--- config.mk ---
export PLATFORM = sky130hd
export DESIGN_NAME = ifetch_queue
export DESIGN_NICKNAME = d
export VERILOG_FILES = /design/src/rtl/ifetch_queue.sv
export SDC_FILE = /design/constraint.sdc
export NUM_CORES = 1
export LEC_CHECK = 0
export CAP_MARGIN = 15
export CORE_MARGIN = 3
export CORE_UTILIZATION = 37
export CTS_BUF_LIST = sky130_fd_sc_hd__clkbuf_16
export DETAILED_ROUTE_END_ITERATION = 7
export GPL_TIMING_DRIVEN = 0
export PLACE_DENSITY = 0.67
export SLEW_MARGIN = 20
export SYNTH_ARGS = -nofsm -noshare
export SYNTH_HDL_FRONTEND = slang
export SYNTH_SLANG_ARGS = --single-unit
--- constraint.sdc ---
create_clock -name clk -period 2.33 [get_ports clk]
set_input_delay 0.233 -clock clk [delete_from_list [all_inputs] [get_ports clk]]
set_output_delay 0.233 -clock clk [all_outputs]
set_load 0.02 [all_outputs]
--- src/rtl/ifetch_queue.sv ---
// Fetch queue between the PC register and decode: drives the PC into a 1-cycle instruction
// memory, buffers returned words with their PC, and stalls the PC when full. Option: IFQ_BYPASS_EN.
module ifetch_queue_chk #(
    parameter int CNT_W = 3,
    parameter int DEPTH = 4
) (
    input logic             clk,
    input logic             reset,
    input logic             push_i,
    input logic [CNT_W-1:0] count_i
);
    // A returning word must never land on a full queue; the hold logic prevents it.
    a_no_push_on_full: assert property (@(posedge clk) disable iff (reset)
        !(push_i && (count_i == CNT_W'(DEPTH))));
endmodule

module ifetch_queue #(
    parameter int ADDR_W  = 8,
    parameter int INSTR_W = 16,
    parameter int DEPTH   = 4
) (
    input  logic               clk,
    input  logic               reset,
    input  logic [ADDR_W-1:0]  pc_in,
    output logic               pc_jump_en,
    output logic [ADDR_W-1:0]  pc_jump_addr,
    output logic [ADDR_W-1:0]  imem_addr,
    input  logic [INSTR_W-1:0] imem_rdata,
    input  logic               branch_req,
    input  logic [ADDR_W-1:0]  branch_target,
    output logic               instr_valid,
    input  logic               instr_ready,
    output logic [INSTR_W-1:0] instr_out,
    output logic [ADDR_W-1:0]  instr_pc
);
    localparam int PTR_W = $clog2(DEPTH);
    localparam int CNT_W = PTR_W + 1;
    localparam logic [CNT_W-1:0] DEPTH_C = CNT_W'(DEPTH);

    logic [INSTR_W-1:0] word_mem_q [DEPTH];
    logic [ADDR_W-1:0]  pc_mem_q   [DEPTH];
    logic [PTR_W-1:0]   rd_ptr_q, rd_ptr_d;
    logic [PTR_W-1:0]   wr_ptr_q, wr_ptr_d;
    logic [CNT_W-1:0]   count_q, count_d;
    logic               inflight_valid_q, inflight_valid_d;
    logic [ADDR_W-1:0]  inflight_pc_q, inflight_pc_d;

    logic               bypass_s;
    logic               pop_s;
    logic               fifo_pop_s;
    logic               push_s;
    logic               hold_s;
    logic [CNT_W-1:0]   occupancy_s;

    // Handshake, hold/redirect decision and queue next-state.
    always_comb begin
        bypass_s    = 1'b0;
        instr_out   = word_mem_q[rd_ptr_q];
        instr_pc    = pc_mem_q[rd_ptr_q];
`ifdef IFQ_BYPASS_EN
        bypass_s = (count_q == '0) && inflight_valid_q && !branch_req && !reset;
        if (bypass_s) begin
            instr_out = imem_rdata;
            instr_pc  = inflight_pc_q;
        end else begin
            instr_out = word_mem_q[rd_ptr_q];
            instr_pc  = pc_mem_q[rd_ptr_q];
        end
`endif
        instr_valid = !reset && ((count_q != '0) || bypass_s);
        pop_s       = instr_valid && instr_ready;
        fifo_pop_s  = pop_s && !bypass_s;
        // A bypassed word that decode takes this cycle never enters the queue.
        push_s      = inflight_valid_q && !branch_req && !(bypass_s && instr_ready);

        // Slots already committed after this cycle: queued, minus leaving, plus returning.
        occupancy_s = count_q + CNT_W'(inflight_valid_q) - CNT_W'(pop_s);
        hold_s      = (occupancy_s >= DEPTH_C);

        imem_addr   = pc_in;
        pc_jump_en  = !reset && (branch_req || hold_s);
        if (branch_req) begin
            pc_jump_addr = branch_target;
        end else begin
            pc_jump_addr = pc_in;
        end

        inflight_valid_d = !branch_req && !hold_s;
        inflight_pc_d    = pc_in;

        rd_ptr_d = rd_ptr_q;
        wr_ptr_d = wr_ptr_q;
        count_d  = count_q;
        if (branch_req) begin
            rd_ptr_d = '0;
            wr_ptr_d = '0;
            count_d  = '0;
        end else begin
            if (push_s) begin
                wr_ptr_d = wr_ptr_q + PTR_W'(1);
            end else begin
                wr_ptr_d = wr_ptr_q;
            end
            if (fifo_pop_s) begin
                rd_ptr_d = rd_ptr_q + PTR_W'(1);
            end else begin
                rd_ptr_d = rd_ptr_q;
            end
            count_d = count_q + CNT_W'(push_s) - CNT_W'(fifo_pop_s);
        end
    end

    // Control state register.
    always_ff @(posedge clk) begin
        if (reset) begin
            rd_ptr_q         <= '0;
            wr_ptr_q         <= '0;
            count_q          <= '0;
            inflight_valid_q <= 1'b0;
            inflight_pc_q    <= '0;
        end else begin
            rd_ptr_q         <= rd_ptr_d;
            wr_ptr_q         <= wr_ptr_d;
            count_q          <= count_d;
            inflight_valid_q <= inflight_valid_d;
            inflight_pc_q    <= inflight_pc_d;
        end
    end

    // Queue storage; contents are meaningful only below count_q.
    always_ff @(posedge clk) begin
        if (push_s && !reset) begin
            word_mem_q[wr_ptr_q] <= imem_rdata;
            pc_mem_q[wr_ptr_q]   <= inflight_pc_q;
        end
    end

    ifetch_queue_chk #(
        .CNT_W (CNT_W),
        .DEPTH (DEPTH)
    ) u_chk (
        .clk     (clk),
        .reset   (reset),
        .push_i  (push_s),
        .count_i (count_q)
    );
endmodule
Word level (Yosys, flattened, before mapping)
Memory sizes are Yosys's and may differ from the RTL's. A register that Yosys moved wholly into a read port is not among the register bits.
Cells that the tools add are included.

cells by class
  reductions and logical operators = 12
  mux-type cells = 7
  add/subtract/negate cells = 6
  order comparisons = 1

operators with widths
  cell                   count
  $mux W2                4
  $mux W8                1
  $add A3 B1 Y3          2
  $logic_and A1 B1 Y1    6
  $sub A3 B1 Y3          2
  $add A2 B1 Y2 const B  2
  $ge A3 B3 Y1 const B   1
  $logic_not A1 Y1       3
  $reduce_bool A3 Y1     1
  $mux W1                2
  $reduce_or A2 Y1       1
  $logic_or A1 B1 Y1     1

storage, ports and cells
  input port bits = 36
  output and inout port bits = 42
  flip-flop bits (word level) = 16
  memories kept = 2
  word-level logic and storage cells = 33
  memory bits (writable) = 96

memory list
  memory      words  bits a word  read ports  clocked after Yosys merged registers in  write ports  line  text
  word_mem_q  4      16           1           1                                        1            40    logic [INSTR_W-1:0] word_mem_q [DEPTH];
  pc_mem_q    4      8            1           1                                        1            41    logic [ADDR_W-1:0] pc_mem_q [DEPTH];

Longest topological paths before layout
Gate-level depths: netlist (run 1).

  word-level depth = 7
  depth in mapped cells = 9
  mapped depth without buffers = 8

Least setup slack after synthesis (run 1)
Ideal clock, no wire load.

  path kind = register to output
  start point = reg count_q[2]
  end point = out pc_jump_en
  data required time = 2,097 ps
  path slack = 142 ps
  stages on the path, launching flop included = 9
  buffers on the path = 0
  arrival = 1,955 ps
  cell sequence = dfxtp_1 > nor3_2 > nor2_1 > ha_1 > inv_1 > ha_1 > and3b_1 > o211a_1 > nor3_1

on the way
  longest elaborated chain between the ends = 7
  elaborated cells on any way between the ends = 8
  those cells by class = 2 x add/sub; 1 x order compare; 5 x reduce/logical

RTL lines
  what                      line  text
  start: declaration        44    logic [CNT_W-1:0] count_q, count_d;
  start signal: assignment  124   count_q <= count_d;
  $reduce_bool A3 Y1        70    instr_valid = !reset && ((count_q != '0) || bypass_s);
  $logic_and A1 B1 Y1       70
  $logic_and A1 B1 Y1       71    pop_s = instr_valid && instr_ready;
  named net fifo_pop_s      50    logic fifo_pop_s;
  $sub A3 B1 Y3             77    occupancy_s = count_q + CNT_W'(inflight_valid_q) - CNT_W'(pop_s);
  $ge A3 B3 Y1              78    hold_s = (occupancy_s >= DEPTH_C);
  $logic_or A1 B1 Y1        81    pc_jump_en = !reset && (branch_req || hold_s);
  $logic_and A1 B1 Y1       81
  end: declaration          25    output logic pc_jump_en,

The timed path passes the listed nets, and every way through them passes these cells.

Worst setup path in the final report (run 1)
  start point = reg count_q[0]
  end point = out pc_jump_en

The elaborated chain is that of the path after synthesis.

==> results of run 1 <==
## metrics by stage
step	cell area, um2	utilization, %	setup TNS [ns]	total power [mW]	instances
2_1_floorplan	4410	-	0	2.39	224
3_5_place_dp	5370	46.6	-0.658	2.54	444
4_1_cts	5900	51.2	-0.102	4.77	475
5_1_grt	5960	51.7	-0.232	4.91	478
3_3_place_gp	5360	46.6	-17.17	2.53	444
6_report	5960	51.7	-0.146	4.73	478
## state kept, by name (all words and copies together), names as in the netlist, named ones only
signal and cells:
word_mem_q 64, pc_mem_q 32, inflight_pc_q 8, count_q 3, rd_ptr_q 2, wr_ptr_q 2
inflight_valid_q 1
## cells in the mapped netlist
cell | n | share of area, %
ha_1 | 8 | 2.3
edfxtp_1 | 96 | 65
nor3_2 | 1 | 0.23
clkbuf_1 | 4 | 0.34
nor3_1 | 1 | 0.11
mux2_2 | 8 | 2.0
clkinv_1 | 1 | 0.085
or2_2 | 1 | 0.14
inv_1 | 8 | 0.68
o31ai_1 | 1 | 0.17
xnor2_1 | 3 | 0.60
buf_6 | 3 | 0.77
and2_1 | 2 | 0.28
nor2b_1 | 8 | 1.1
a21oi_1 | 4 | 0.45
nand2b_1 | 1 | 0.14
nor2_1 | 6 | 0.51
or3_1 | 2 | 0.28
or4_1 | 1 | 0.17
buf_2 | 3 | 0.34
and3_1 | 4 | 0.57
nand2_1 | 1 | 0.085
mux2i_1 | 1 | 0.23
and3b_1 | 1 | 0.20
buf_4 | 8 | 1.4
o21ai_0 | 2 | 0.23
fa_1 | 1 | 0.45
dfxtp_1 | 18 | 8.2
o211a_1 | 1 | 0.23
nor4_1 | 1 | 0.14
mux4_2 | 24 | 12
## per-layer routing
layer / GRT usage [%] / vias up / wire (um)
met5: 0 / - / 0
met4: 4.62 / 0 / 116
met3: 5.05 / 12 / 567
li1: - / 1065 / -
met2: 21.3 / 85 / 3970
met1: 14.9 / 1146 / 3280
## critical path, delay by kind of cell (launching register included)
family | cells | cell delay [ns]
adder cells (fa/ha/maj) | 2 | 0.34
AO/OA/AOI/OAI | 1 | 0.24
AND/OR/NAND/NOR | 4 | 0.70
buffers and inverters | 2 | 0.22
flip-flops | 1 | 0.35
## worst paths after layout
kind,startpoint,endpoint,slack (ns)
setup reg to reg,count_q[0]$_SDFF_PP0_,count_q[2]$_SDFF_PP0_,0.35
hold / removal,pc_in[4],inflight_pc_q[4]$_SDFF_PP0_,0.45
setup / recovery,count_q[0]$_SDFF_PP0_,pc_jump_en,-0.15
hold reg to reg,inflight_pc_q[1]$_SDFF_PP0_,pc_mem_q[3][1]$_DFFE_PP_,0.48
## kinds of logic after synthesis
family / count (synthesis) / share of synthesized area (%)
mux: 33 / 14.5
xor+xnor: 3 / 0.596
simple gates: 30 / 4.00
compound gates: 8 / 1.08
flops: 114 / 73.5
fa+ha+maj: 9 / 2.72
buf+inv: 27 / 3.57
## where the power goes
group / internal [mW] / total, mW / switching, mW
Combinational: 0.141 / 0.250 / 0.109
Sequential: 2.23 / 2.25 / 0.0139
Clock: 1.42 / 2.23 / 0.808
Total: 3.80 / 4.73 / 0.931
## area by class of cell
type	instances	area (um2)	share of cell area, %
tap	143	179	3.00
timing repair buffer	81	773	13.0
inverter	9	33.8	0.567
sequential	114	3250	54.5
clock inverter	15	101	1.70
clock buffer	17	425	7.14
buffer	16	121	2.04
multi-input combinational	83	1070	18.0
## repair_timing
action                                  4_1_cts  5_1_grt
endpoints found under the setup margin       21        1
pin swaps                                     1        6
hold endpoints to repair                      0        0
setup buffers                                 1        3
gates resized for setup                      35        9
==> results.py, run 1 <==
metrics = {
    "cells_and_area": {
        "drive_above_1_share_pct": 27.8,
        "syn_to_final_growth_pct": 35.1,
        "nNetsFinal": 367,
        "fill_cells": 964,
        "mostFrequentLayoutCell": "edfxtp_1",
        "final_cell_mix": "edfxtp_1, clkdlybuf4s50_1, mux4_2",
        "diodes": 0,
    },
    "grt": {
        "grt-ovfl-total": 0,
        "grt_pass1_wl_um": 12400,
        "grt_pass1_vias": 2485,
        "antenna_found_initial": 0,
        "grt_start_max_net_pins": 25,
        "grt.total_usage_pct": 12.7,
    },
    "logic_synthesis": {
        "synth_fp_nets": 269,
        "synth.avg_cell_area_um2": 19.7,
        "yosys_warnings": 0,
        "yosys.cell_types.count": 31,
        "yosysSeqAreaShare_pct": 73.5,
        "syn_inst": 224,
        "syn_area_um2": 4410,
        "yosys_register_bits": 114,
    },
    "clock_network": {
        "root_buffer": "clkbuf_16",
        "insertion_delay_ns": 0.39,
        "ctsHoldBuffers": 0,
        "clk_transition_reported_paths_ns": 0.05,
        "clockBufferDepth": 2,
        "cts-htree-levels": 4,
        "cts_tree": "built",
        "cts.sinks": 114,
        "cts_made_buffers": 17,
    },
    "pwr": {
        "cellPowerDensity_nw_per_um2": 794,
        "max-vdd-ir-drop_v": 0.000612,
        "p_leak_nw": 2.04,
    },
    "route": {
        "drtPass1Iterations": 6,
        "drt-initial-drc-count": 128,
        "drc": 0,
        "wl_um": 7930,
        "ant_nets": 0,
        "via_per_inst": 4.83,
        "post_drt_wl_per_cell_um": 16.6,
        "vias": 2308,
    },
    "critical_path": {
        "crit_slowest_cell": "dfxtp_4",
        "cp-end-kind": "output pin",
        "crit_top_cell": "ha_4",
        "max_stage_delay_ns": 0.35,
        "cp.required_ns": 2.10,
        "critPathArrivalTime_ns": 2.24,
        "reg2reg_depth": 9,
        "start_kind": "flop",
        "critPathMaxFanout": 4,
        "crit_chain": "nor3_4 > nor2_4 > ha_4 > inv_2 > ha_4 > and3b_2 > o211a_1 > nor3_2 > buf_4",
        "path_class": "reg -> out",
    },
    "sta": {
        "holdWs_ns": 0.452,
        "setup_ws_ns": -0.146,
        "rsz0062_at_grt": "true",
        "skew_ns": 0.00483,
        "max_slew.worst_pin.slew_ns": 0.655,
        "post-route-period-util_pct": 106,
        "max_freq_mhz": 404,
        "slew_viol_final": 0,
        "setup_viol": 1,
        "max_slew_margin_pct": 56.4,
        "hold_viol": 0,
        "fin_crit_ns": 2.48,
    },
    "floorplanning": {
        "placeableCoreArea_um2": 11500,
        "start_util_pct": 38.3,
        "die_x_um": 115,
        "rows": 39,
        "die_h_um": 115,
        "fp.dieArea_um2": 13300,
        "io_pins": 78,
    },
    "placed_design": {
        "dp_hpwl_um": 5000,
        "gp_congestion": 0.729,
        "port_buffers": 77,
        "pre_cts_slack_ns": -0.658,
    },
    "worst_hold_path": {
        "hold_path_class": "in -> reg",
        "hold_depth": 2,
    },
    "job": {
        "cap_violations": 0,
    },
    "run_status": {
        "violations": "setup timing",
        "status": "finished with violations",
    },
}
No activity file was read; power rests on OpenSTA's default activity.
==> run 2, diff against run 1 <==
Settings changed: ABC_AREA from default to 1.
==> results.py, run 2 <==
metrics = {
    "run_status": {
        "status": "completed",
    },
    "cells_and_area": {
        "nNetsFinal": 518,
        "utilization_pct": 53.2,
        "drive_above_1_share_pct": 26.5,
        "final_cell_mix": "edfxtp_1, o21ai_0, clkdlybuf4s50_1",
        "top_register": "word_mem_q",
        "mostFrequentLayoutCell": "edfxtp_1",
        "syn_to_final_growth_pct": 38.1,
        "largest_register_ffs": 64,
        "largest_registers": "word_mem_q x64, pc_mem_q x32, inflight_pc_q x8",
        "diodes": 0,
        "finalInstanceArea_um2": 6500,
        "layoutNonFillerInstCount": 654,
    },
    "pwr": {
        "swShare_pct": 19.4,
        "max-vdd-ir-drop_v": 0.000522,
        "finalPower_mw": 4.98,
        "p_leak_nw": 2.47,
        "power_frac_comb_pct": 5.3,
        "p_clk_share_pct": 49.6,
        "power.share.sequential_pct": 45.0,
        "internal-power_mw": 4.02,
        "cellPowerDensity_nw_per_um2": 767,
        "p_switching_uw": 969,
    },
    "critical_path": {
        "critPathMaxFanout": 2,
        "cp.required_ns": 2.10,
        "cp-end-kind": "output pin",
        "r2r_end": "count_q[2]$_SDFF_PP0_",
        "max_stage_delay_ns": 0.36,
        "crit_slowest_cell": "dfxtp_4",
        "critPathBufInv": 5,
        "path_delay_family": "simple AND/OR/NAND/NOR gates",
        "reg2reg_depth": 12,
        "crit_chain": "nor2_4 > nand2_2 > nand2_2 > inv_2 > nand2_2 > inv_2 > ha_2 > inv_2 > ha_4 > nand3_2 > nand2_1 > nand2_1 > nand3_2 > nand2_1 > inv_1 > buf_6",
        "reg2reg_setup_slack_ns": 0.38,
        "start_kind": "flop",
        "critPathArrivalTime_ns": 2.04,
        "rr_startpoint": "count_q[2]$_SDFF_PP0_",
        "path_class": "reg -> out",
    },
    "grt": {
        "grt_pass1_wl_um": 15900,
        "grt.total_usage_pct": 14.7,
        "grt-ovfl-total": 0,
        "grt_start_max_net_pins": 23,
        "grt_pass1_vias": 3181,
        "antenna_found_initial": 0,
    },
    "logic_synthesis": {
        "synthTopCellsByArea": "edfxtp_1, dfxtp_1, o21ai_0",
        "synth_most_common_cell": "edfxtp_1",
        "synth-edff-count": 96,
        "synth_top_cell_by_area": "edfxtp_1",
        "synth_ff_type": "edfxtp_1",
        "yosys_warnings": 0,
        "synth_top_area_share_pct": 61.3,
        "synth_common_cells": "edfxtp_1, o21ai_0, nor2_1",
        "syn_inst": 368,
        "yosys.cell_types.count": 26,
        "synth_fp_nets": 413,
        "async_flop_share_pct": 0,
        "yosys_register_bits": 114,
        "yosysSeqAreaShare_pct": 69.0,
        "syn_area_um2": 4700,
        "synth.avg_cell_area_um2": 12.8,
    },
    "floorplanning": {
        "start_util_pct": 38.5,
        "placeableCoreArea_um2": 12200,
        "die_h_um": 119,
        "io_pins": 78,
        "fp.dieArea_um2": 14100,
        "rows": 40,
        "die_x_um": 119,
    },
    "sta": {
        "slew_viol_final": 0,
        "setup_viol": 0,
        "max_slew_margin_pct": 69.5,
        "skew_ns": 0.00747,
        "max_slew.worst_pin.slew_ns": 0.456,
        "max_freq_mhz": 441,
        "hold_viol": 0,
        "post-route-period-util_pct": 97.4,
        "fin_crit_ns": 2.27,
        "holdWs_ns": 0.248,
        "rsz0062_at_grt": "true",
    },
    "worst_hold_path": {
        "hold_path_startpoint": "branch_req",
        "hold_depth": 4,
        "hold_path_class": "in -> reg",
        "whs_endpoint": "inflight_valid_q$_SDFF_PP0_",
    },
    "clock_network": {
        "cts_made_buffers": 17,
        "cts-htree-levels": 4,
        "cts.sinks": 114,
        "clk_transition_reported_paths_ns": 0.05,
        "root_buffer": "clkbuf_16",
        "insertion_delay_ns": 0.40,
        "clockBufferDepth": 2,
        "cts_tree": "built",
        "ctsHoldBuffers": 0,
    },
    "route": {
        "wl_um": 9980,
        "post_drt_wl_per_cell_um": 15.3,
        "drc": 0,
        "via_per_inst": 4.68,
        "ant_nets": 0,
        "drt-initial-drc-count": 260,
        "vias": 3063,
        "drtPass1Iterations": 4,
    },
    "placed_design": {
        "gp_congestion": 0.727,
        "dpl.cell_count": 616,
        "dp_hpwl_um": 6560,
        "placed_area_um2": 5810,
        "port_buffers": 76,
    },
    "job": {
        "cap_violations": 0,
    },
}
-- run 2: worst max path at each step --
stage | startpoint | endpoint | slack, ns | cells after the start
floorplan | branch_req | pc_mem_q[0][0]$_DFFE_PP_ | 0.24 | 4
global placement | reset | word_mem_q[0][7]$_DFFE_PP_ | -0.93 | 4
detailed placement | reset | pc_jump_en | -0.58 | 16
CTS | count_q[1]$_SDFF_PP0_ | pc_jump_en | -0.04 | 16
global route | count_q[1]$_SDFF_PP0_ | pc_jump_en | -0.07 | 16
finish | count_q[1]$_SDFF_PP0_ | pc_jump_en | 0.06 | 16
-- run 2: logic make-up after synthesis --
kind of cell	count (synthesis)	share of synthesized area [%]
buffers and inverters	63	6.76
and+or+nand+nor	93	8.91
adders and majority gates	9	2.55
DFF	114	69.0
AOI/OAI and AO/OA	89	12.8
-- run 2: area by class of cell --
type | count | area [um2]
fillers | 1094 | 5720
flip-flops and latches | 114 | 3250
multi-input cells | 191 | 1210
repair buffers | 86 | 920
clock buffers | 17 | 425
well taps | 168 | 210
plain buffers | 25 | 183
clock inverters | 15 | 149
inverters | 38 | 145
-- run 2: what timing repair did --
| action | 4_1_cts | 5_1_grt |
|---|---|---|
| pin swaps | 1 | 4 |
| gates cloned | 0 | 0 |
| gates resized for setup | 28 | 18 |
| setup endpoints to repair | 21 | 11 |
| setup buffers | 0 | 6 |
-- run 2: tightest hold or removal path, stage by stage --
cell     delay [ns]
buf_2          0.18
inv_2          0.07
nand3_2        0.08
nor2_1         0.04
-- run 2: power groups by stage --
stage | clock network (mW) | registers (mW) | logic (mW)
floorplan | 0 | 2.28 | 0.114
global placement | 0 | 2.28 | 0.254
detailed placement | 0 | 2.29 | 0.264
CTS | 2.51 | 2.25 | 0.263
global route | 2.62 | 2.25 | 0.290
finish | 2.47 | 2.24 | 0.266
-- run 2: metal layers --
metal | vias up | routed length (um) | GRT usage [%]
li1 | 1497 | - | -
met1 | 1447 | 4190 | 17.4
met2 | 111 | 4980 | 24.6
met3 | 8 | 731 | 6.12
met4 | 0 | 78 | 4.06
met5 | - | 0 | 0
-- run 2: stage by stage --
step / setup TNS [ns] / setup WS (ns)
floorplan: 0 / 0.245
global placement: -85.89 / -0.931
detailed placement: -0.838 / -0.579
CTS: -0.0425 / -0.0425
global route: -0.0671 / -0.0671
finish: 0 / 0.0607
==> run 3, diff against run 2 <==
Settings changed: CORE_UTILIZATION 37 to 53, HOLD_SLACK_MARGIN from default to 0.12, PLACE_DENSITY 0.67 to 0.87.
==> results.py, run 3 (synthesized netlist as in run 2, its figures left out) <==
metrics = {
    "run_status": {
        "status": "completed",
    },
    "route": {
        "vias": 3277,
        "drtPass1Iterations": 4,
        "via_per_inst": 5.47,
        "drc": 0,
        "ant_nets": 0,
        "wl_um": 11000,
        "drt-initial-drc-count": 271,
        "post_drt_wl_per_cell_um": 18.4,
    },
    "critical_path": {
        "critPathMaxFanout": 3,
        "reg2reg_setup_slack_ns": 0.08,
        "max_stage_delay_ns": 0.35,
        "cp.required_ns": 2.10,
        "start_kind": "flop",
        "crit_chain": "nor2_4 > nand2_2 > nand2_2 > inv_2 > nand2_4 > inv_4 > ha_4 > inv_4 > ha_4 > nand3_2 > nand2_1 > nand2_1 > nand3_2 > nand2_2 > inv_2 > buf_6",
        "r2r_end": "count_q[2]$_SDFF_PP0_",
        "rr_startpoint": "count_q[2]$_SDFF_PP0_",
        "reg2reg_depth": 14,
        "crit_end": "pc_jump_en",
        "crit_top_cell": "nand2_2",
        "path_class": "reg -> out",
        "startpoint": "count_q[2]$_SDFF_PP0_",
        "critPathArrivalTime_ns": 2.07,
        "crit_slowest_cell": "dfxtp_4",
        "cp-end-kind": "output pin",
    },
    "sta": {
        "rsz0062_at_grt": "true",
        "max_freq_mhz": 434,
        "setup_tns_ns": 0,
        "holdWs_ns": 0.250,
        "max_slew_margin_pct": 45.5,
        "setup_ws_ns": 0.0248,
        "hold_viol": 0,
        "skew_ns": 0.0105,
        "setup_viol": 0,
        "slew_viol_final": 0,
        "post-route-period-util_pct": 98.9,
        "fin_crit_ns": 2.31,
        "max_slew.worst_pin.slew_ns": 0.815,
    },
    "grt": {
        "grt_start_max_net_pins": 25,
        "grt-ovfl-total": 0,
        "grt_pass1_vias": 3563,
        "antenna_found_initial": 0,
        "grt_pass1_wl_um": 17500,
        "grt.total_usage_pct": 23.2,
    },
    "pwr": {
        "finalPower_mw": 5.20,
        "p_switching_mw": 1.05,
        "max-vdd-ir-drop_v": 0.000508,
        "internal-power_mw": 4.16,
        "swShare_pct": 20.1,
        "p_leak_nw": 2.55,
        "power.share.sequential_pct": 43.1,
        "power_frac_comb_pct": 5.6,
        "cellPowerDensity_nw_per_um2": 799,
        "p_clk_share_pct": 51.2,
    },
    "cells_and_area": {
        "utilization_pct": 77.3,
        "mostFrequentLayoutCell": "edfxtp_1",
        "diodes": 0,
        "syn_to_final_growth_pct": 38.4,
        "largest_register_ffs": 64,
        "top_register": "word_mem_q",
        "drive_above_1_share_pct": 28.7,
        "largest_registers": "word_mem_q x64, pc_mem_q x32, inflight_pc_q x8",
        "nNetsFinal": 526,
        "final_cell_mix": "edfxtp_1, clkdlybuf4s50_1, o21ai_0",
    },
    "job": {
        "cap_violations": 0,
    },
    "floorplanning": {
        "start_util_pct": 55.8,
        "rows": 33,
        "die_x_um": 100,
        "placeableCoreArea_um2": 8420,
        "die_h_um": 100,
        "fp.dieArea_um2": 10000,
        "io_pins": 78,
    },
    "placed_design": {
        "dp_hpwl_um": 6260,
        "gp_congestion": 0.802,
        "port_buffers": 76,
        "pre_cts_slack_ns": -0.581,
    },
    "clock_network": {
        "ctsHoldBuffers": 0,
        "root_buffer": "clkbuf_16",
        "clockBufferDepth": 2,
        "cts-htree-levels": 4,
        "clk_transition_reported_paths_ns": 0.06,
        "cts_tree": "built",
        "cts.sinks": 114,
        "insertion_delay_ns": 0.41,
        "cts_made_buffers": 17,
    },
    "worst_hold_path": {
        "hold_path_class": "in -> reg",
    },
}
run 3: area by class of cell:
| type | instances | area [um2] |
|---|---|---|
| Inverter | 38 | 150 |
| Clock inverter | 15 | 191 |
| Clock buffer | 17 | 425 |
| Buffer | 25 | 185 |
| Multi-Input combinational cell | 191 | 1240 |
| Timing Repair Buffer | 94 | 940 |
| Tap cell | 105 | 131 |
| Fill cell | 495 | 1910 |
| Sequential cell | 114 | 3250 |
run 3: metal layers:
layer | vias to the layer above | GRT usage (%) | wire length, um
li1 | 1513 | - | -
met1 | 1591 | 25.6 | 4280
met2 | 141 | 41.6 | 5780
met3 | 32 | 6.46 | 678
met4 | 0 | 10.3 | 281
met5 | - | 0 | 0
run 3: per-stage QoR:
stage	cells	instance area [um2]
finish	599	6510
global placement	549	5600
global route	599	6510
CTS	599	6440
floorplan	368	4700
detailed placement	550	5650
run 3: worst min-delay path by stage:
| stage | from | end | slack, ns | cells past startpoint |
|---|---|---|---|---|
| 5_1_grt | branch_req | count_q[0]$_SDFF_PP0_ | 0.27 | 4 |
| 2_1_floorplan | imem_rdata[0] | word_mem_q[0][0]$_DFFE_PP_ | 0.33 | 0 |
| 6_report | branch_req | count_q[0]$_SDFF_PP0_ | 0.25 | 4 |
| 3_5_place_dp | inflight_pc_q[5]$_SDFF_PP0_ | pc_mem_q[1][5]$_DFFE_PP_ | 0.47 | 0 |
| 4_1_cts | branch_req | inflight_valid_q$_SDFF_PP0_ | 0.22 | 4 |
| 3_3_place_gp | inflight_pc_q[1]$_SDFF_PP0_ | pc_mem_q[0][1]$_DFFE_PP_ | 0.44 | 0 |
run 3: repair_timing:
action,4_1_cts,5_1_grt
resized for setup,29,25
setup buffers,17,2
endpoints found under the setup margin,20,18
pin swaps,7,8
run 3: power groups by stage:
stage | combinational (mW) | clock, mW | sequential, mW
after global routing | 0.314 | 2.79 | 2.25
after global placement | 0.251 | 0 | 2.28
final | 0.294 | 2.66 | 2.25
after floorplan | 0.114 | 0 | 2.28
after detailed placement | 0.264 | 0 | 2.29
after CTS | 0.289 | 2.68 | 2.25
run 3: worst max-delay path: cells and delay by family, from the launching register on:
kind	cells	cell delay [ns]
AND/OR/NAND/NOR	9	0.67
flip-flops	1	0.35
buffers and inverters	5	0.30
adder cells (fa/ha/maj)	2	0.35
